## src/rtl/axis_pkg.sv

```systemverilog
// Shared definitions for the AXI-Stream frame generator slice.
package axis_pkg;

  localparam int DEFAULT_DATA_WIDTH = 16;
  localparam int DEFAULT_CNT_WIDTH  = 16;
  localparam int STATE_W            = 2;

  typedef enum logic [STATE_W-1:0] {
    IDLE = 2'd0,
    SEND = 2'd1,
    GAP  = 2'd2
  } state_t;

endpackage

```

## src/rtl/axis_beat_counter.sv

```systemverilog
// Loadable down-counter with a registered terminal flag (count == 1).
// Loading zero parks the counter with the flag low.
module axis_beat_counter
  import axis_pkg::*;
#(
  parameter int Width = DEFAULT_DATA_WIDTH
) (
  input  logic             clk,
  input  logic             rst,
  input  logic             load,
  input  logic [Width-1:0] load_value,
  input  logic             dec,
  output logic             terminal
);

  logic [Width-1:0] count;

  // Load takes priority; the flag is computed from the value the count is about to hold.
  always_ff @(posedge clk or negedge rst) begin
    if (!rst) begin
      count    <= '0;
      terminal <= 1'b0;
    end else if (load) begin
      count    <= load_value;
      terminal <= (load_value == Width'(1));
    end else if (dec && (count != '0)) begin
      count    <= count - Width'(1);
      terminal <= (count == Width'(2));
    end
  end

endmodule

```

## src/rtl/axis_frame_gen.sv

```systemverilog
// AXI-Stream frame source: ramp data, m_last on the final beat, k idle
// cycles between frames, optional frame limit and graceful stop.
module axis_frame_gen
  import axis_pkg::*;
#(
  parameter int Data_width = DEFAULT_DATA_WIDTH,
  parameter int Cnt_width  = DEFAULT_CNT_WIDTH
) (
  input  logic                  clk,
  input  logic                  rst,
  input  logic                  start,
  input  logic                  stop,
  input  logic [Data_width-1:0] k,
  input  logic [Data_width-1:0] len,
  input  logic [Data_width-1:0] step,
  input  logic [Data_width-1:0] num_frames,
  output logic [Data_width-1:0] m_data,
  output logic                  m_valid,
  output logic                  m_last,
  input  logic                  m_ready,
  output logic                  busy,
  output logic [Cnt_width-1:0]  frame_cnt
);

  localparam int CMP_W = (Data_width > Cnt_width) ? Data_width : Cnt_width;

  state_t state, state_nxt;

  logic [Data_width-1:0] k_q, len_q, step_q, num_q;
  logic                  cfg_load;

  logic [Data_width-1:0] data_nxt;
  logic                  valid_nxt;
  logic [Cnt_width-1:0]  frame_nxt;
  logic [Cnt_width-1:0]  cnt_inc;
  logic                  stop_pend, stop_nxt;
  logic                  transfer;
  logic                  limit_hit;

  logic                  beat_load, beat_dec, beat_terminal;
  logic [Data_width-1:0] beat_value;
  logic                  gap_load, gap_dec, gap_terminal;
  logic [Data_width-1:0] gap_value;

  assign transfer  = m_valid && m_ready;
  assign cnt_inc   = frame_cnt + Cnt_width'(1);
  assign limit_hit = (num_q != '0) && (CMP_W'(cnt_inc) == CMP_W'(num_q));

  // m_last is the beat counter's registered terminal flag; the counter is
  // parked at zero outside SEND so the flag is low there.
  assign m_last = beat_terminal;

  axis_beat_counter #(.Width(Data_width)) u_beat (
    .clk        (clk),
    .rst        (rst),
    .load       (beat_load),
    .load_value (beat_value),
    .dec        (beat_dec),
    .terminal   (beat_terminal)
  );

  axis_beat_counter #(.Width(Data_width)) u_gap (
    .clk        (clk),
    .rst        (rst),
    .load       (gap_load),
    .load_value (gap_value),
    .dec        (gap_dec),
    .terminal   (gap_terminal)
  );

  // Configuration snapshot taken only when a start is accepted.
  always_ff @(posedge clk or negedge rst) begin
    if (!rst) begin
      k_q    <= '0;
      len_q  <= '0;
      step_q <= '0;
      num_q  <= '0;
    end else if (cfg_load) begin
      k_q    <= k;
      len_q  <= len;
      step_q <= step;
      num_q  <= num_frames;
    end
  end

  // FSM and output registers; busy is registered from the next state.
  always_ff @(posedge clk or negedge rst) begin
    if (!rst) begin
      state     <= IDLE;
      m_data    <= '0;
      m_valid   <= 1'b0;
      frame_cnt <= '0;
      stop_pend <= 1'b0;
      busy      <= 1'b0;
    end else begin
      state     <= state_nxt;
      m_data    <= data_nxt;
      m_valid   <= valid_nxt;
      frame_cnt <= frame_nxt;
      stop_pend <= stop_nxt;
      busy      <= (state_nxt != IDLE);
    end
  end

  // Next-state, next-output and counter control.
  always_comb begin
    state_nxt  = state;
    data_nxt   = m_data;
    valid_nxt  = m_valid;
    frame_nxt  = frame_cnt;
    stop_nxt   = stop_pend;
    cfg_load   = 1'b0;
    beat_load  = 1'b0;
    beat_value = '0;
    beat_dec   = 1'b0;
    gap_load   = 1'b0;
    gap_value  = '0;
    gap_dec    = 1'b0;

    case (state)
      IDLE: begin
        stop_nxt = 1'b0;
        if (start && (len != '0)) begin
          cfg_load   = 1'b1;
          data_nxt   = '0;
          frame_nxt  = '0;
          valid_nxt  = 1'b1;
          beat_load  = 1'b1;
          beat_value = len;
          stop_nxt   = stop;
          state_nxt  = SEND;
        end
      end

      SEND: begin
        stop_nxt = stop_pend | stop;
        if (transfer) begin
          data_nxt = m_data + step_q;
          if (beat_terminal) begin
            frame_nxt = cnt_inc;
            if (stop_pend || limit_hit) begin
              state_nxt  = IDLE;
              valid_nxt  = 1'b0;
              stop_nxt   = 1'b0;
              beat_load  = 1'b1;
              beat_value = '0;
            end else if (k_q == '0) begin
              beat_load  = 1'b1;
              beat_value = len_q;
            end else begin
              state_nxt  = GAP;
              valid_nxt  = 1'b0;
              beat_load  = 1'b1;
              beat_value = '0;
              gap_load   = 1'b1;
              gap_value  = k_q;
            end
          end else begin
            beat_dec = 1'b1;
          end
        end
      end

      GAP: begin
        stop_nxt = stop_pend | stop;
        if (stop || stop_pend) begin
          state_nxt = IDLE;
          stop_nxt  = 1'b0;
          gap_load  = 1'b1;
          gap_value = '0;
        end else if (gap_terminal) begin
          state_nxt  = SEND;
          valid_nxt  = 1'b1;
          beat_load  = 1'b1;
          beat_value = len_q;
        end else begin
          gap_dec = 1'b1;
        end
      end

      default: begin
        state_nxt = IDLE;
        valid_nxt = 1'b0;
      end
    endcase
  end

endmodule

```

## config.mk

```make
export PLATFORM = sky130hd
export DESIGN_NAME = axis_frame_gen
export DESIGN_NICKNAME = d
export VERILOG_FILES = /design/src/rtl/axis_pkg.sv /design/src/rtl/axis_beat_counter.sv /design/src/rtl/axis_frame_gen.sv
export SDC_FILE = /design/constraint.sdc
export NUM_CORES = 1
export LEC_CHECK = 0
export CORE_MARGIN = 4
export CORE_UTILIZATION = 39
export CTS_CLUSTER_DIAMETER = 200
export DETAILED_ROUTE_END_ITERATION = 16
export HOLD_SLACK_MARGIN = 0.03
export SYNTH_ARGS = -nofsm -noshare
export SYNTH_HDL_FRONTEND = slang
export SYNTH_SLANG_ARGS = --single-unit
```

## constraint.sdc

```tcl
create_clock -name clk -period 3 [get_ports clk]
set_input_delay 0.6 -clock clk [delete_from_list [all_inputs] [get_ports clk]]
set_output_delay 0.6 -clock clk [all_outputs]
set_load 0.02 [all_outputs]
```

==> impl_metrics.env <==
export IMPL_run_status="completed"
export IMPL_synth_compound_area_share_pct=15.8
export IMPL_cts_path_max_buffers=2
export IMPL_place_area_sq_um=9400
export IMPL_synth_area_mux_share_pct=2.50
export IMPL_cts_root_buf="clkbuf_16"
export IMPL_vias=6585
export IMPL_cts_hold_buffers_added=0
export IMPL_globalRouteOverflowTotal=0
export IMPL_grt_max_degree=52
export IMPL_grt_pass1_vias=6676
export IMPL_powerDensity_nw_per_um2=885
export IMPL_antenna_found_initial=0
export IMPL_cts_buffers=17
export IMPL_initial_core_util_pct=40.0
export IMPL_synth_xor_area_share_pct=6.26
export IMPL_tightest_slew_ns=0.974
export IMPL_cp_required_ns=3.31
export IMPL_htreeDepth=4
export IMPL_drive_gt1_share_pct=15.4
export IMPL_synthArstFlopShare_pct=100
export IMPL_ir_drop_v=0.000570
export IMPL_grt_usage_pct=19.0
export IMPL_timing_fmax_mhz=347
export IMPL_fp_dieArea_sq_um=21700
export IMPL_synth_distinct_cells=70
export IMPL_die_h_um=147
export IMPL_wirelength_mm=20.2
export IMPL_ant_nets=0
export IMPL_ios=104
export IMPL_path_clk_slew_ns=0.06
export IMPL_finalHoldViolCount=0
export IMPL_maxCapViolCount=0
export IMPL_fin_area_sq_um=10200
export IMPL_synth_top_family_by_area="simple AND/OR/NAND/NOR gates"
export IMPL_first_pass_iters=4
export IMPL_layout_nets=1101
export IMPL_yosys_area_share_simple_pct=23.6
export IMPL_cp_arrival_ns=3.19
export IMPL_syn_num_nets=932
export IMPL_relSlewSlack_pct=34.9
export IMPL_drv_slew=0
export IMPL_gp_congestion=0.829
export IMPL_setup_viol=0
export IMPL_core_area_sq_um=18900
export IMPL_ys_seq_elements=135
export IMPL_synthAdderAreaFrac_pct=4.24
export IMPL_viasPerCell=5.15
export IMPL_drc=0
export IMPL_mappedNetlistArea_sq_um=7560
export IMPL_crit_fanout=7
export IMPL_drtIter0Drc=324
export IMPL_fin_hold_ws_ns=0.116
export IMPL_period_share_pct=96.1
export IMPL_synth_edff_count=0
export IMPL_min_path_type="primary input to async pin"
export IMPL_cts_tree="yes"
export IMPL_final_cell_mix="197 x nand2_1, 131 x dfrtp_1, 102 x clkdlybuf4s50_1"
export IMPL_p_leak_nw=4.46
export IMPL_grt_pass1_wl_mm=33.7
export IMPL_syn_to_final_growth_pct=34.4
export IMPL_final_common_cell="nand2_1"
export IMPL_seq_area_frac_synth_pct=44.7
export IMPL_startpoint_type="flop"
export IMPL_clock_latency_ns=0.43
export IMPL_io_buffers=103
export IMPL_place_hpwl_mm=14.6
export IMPL_yosysWarnings=0
export IMPL_synth_cells=838
export IMPL_worst_setup_path_end_kind="flop"
export IMPL_syn_area_per_cell_sq_um=9.02
export IMPL_avgRoutedWirePerCell_um=15.8
export IMPL_clock_sinks=135
export IMPL_rows=50
export IMPL_worstSetupPathType="flop to flop"
export IMPL_fin_crit_ns=2.88
export IMPL_antenna_cells=0
export IMPL_synth_ff_type="dfrtp_1"
export IMPL_fin_worst_skew_ns=0.0151
export IMPL_die_w_um=147
## synth_stat cells (all sizes together), types with 11 or more instances
cell	count	area (sq um)
nand2	199	749
dfrtp	135	3380
nor2	56	210
o21ai	46	234
xnor2	29	254
xor2	25	219
a21oi	24	120
ha	24	300
nand3	21	105
nor4	21	153
clkbuf	20	75.1
inv	19	71.3
nor3	17	95.1
buf	15	75.1
mux2	15	169
a221o	13	130
and3	12	75.1
o2bb2ai	12	105
nand4	11	75.1
## critical path: stages, from the launching register on
cell and delay (ns):
dfrtp_2 0.39, ha_4 0.15, and4_4 0.23, nand2_2 0.06
or4b_1 0.46, a211o_1 0.30, nor4_4 0.33, buf_4 0.19
o21ai_2 0.10, nor2b_4 0.19, a221o_1 0.37
## per-stage QoR
stage / util, % / power (W) / std cells / setup TNS (ns) / worst slack [ns]
2_1_floorplan: - / 0.00533 / 838 / 0 / 0.0217
3_3_place_gp: 49.8 / 0.00661 / 1244 / -0.948 / -0.189
3_5_place_dp: 49.8 / 0.00665 / 1244 / -1.52 / -0.165
4_1_cts: 53.2 / 0.00901 / 1274 / 0 / 0.0299
5_1_grt: 53.8 / 0.00969 / 1278 / -0.0210 / -0.0180
6_report: 53.8 / 0.00899 / 1278 / 0 / 0.117
## final cells by class
cell class | count | area [sq um]
Fill cell | 1794 | 8740
Multi-Input combinational cell | 649 | 4060
Sequential cell | 135 | 3380
Timing Repair Buffer | 184 | 1680
Clock buffer | 18 | 439
Tap cell | 260 | 325
Clock inverter | 12 | 201
Inverter | 20 | 75.1
## worst paths after layout
check	start	end	slack, ns	cells past startpoint
worst min register to register	step_q[6]	step_q[6]	0.48	2
worst min-delay path	rst	num_q[4]	0.12	1
worst max register to register	frame_cnt[1]	u_beat.count[6]	0.12	10
max in group asynchronous	rst	step_q[9]	2.19	2
min in group clk	step_q[6]	step_q[6]	0.48	2
worst max-delay path	frame_cnt[1]	u_beat.count[6]	0.12	10
## sequential cells by signal, indices dropped and copies added (netlist names), 16 cells and up
| register | flops |
|---|---|
| u_gap.count | 16 |
| len_q | 16 |
| step_q | 16 |
| m_data | 16 |
| k_q | 16 |
| frame_cnt | 16 |
| u_beat.count | 16 |
| num_q | 16 |
## report_power, final
part | switching [W] | leakage [nW] | total (W) | internal [W]
clock network | 0.000814 | 0.308 | 0.00230 | 0.00149
logic | 0.00192 | 2.44 | 0.00357 | 0.00165
registers | 0.000629 | 1.71 | 0.00312 | 0.00250
## per-layer routing
layer | GRT usage (%) | wire length [um] | vias to the layer above
li1 | - | - | 3316
met1 | 25.8 | 9640 | 3146
met2 | 30.7 | 9450 | 106
met3 | 4.47 | 801 | 17
met4 | 4.89 | 272 | 0
met5 | 0 | 0 | -
## logic make-up (layout without fill, tap and decap cells)
logic type      count (synthesis)  count (layout)
simple gates                  382             383
compound gates                170             170
flops                         135             135
buf+inv                        55             234
xor+xnor                       54              54
fa+ha+maj                      25              25
mux                            17              17
## what timing repair did
| action | CTS | global route |
|---|---|---|
| resized for setup | 0 | 15 |
| setup endpoints to repair | 0 | 24 |
| buffers inserted | 0 | 3 |
Power figures use the tool's default switching activity.
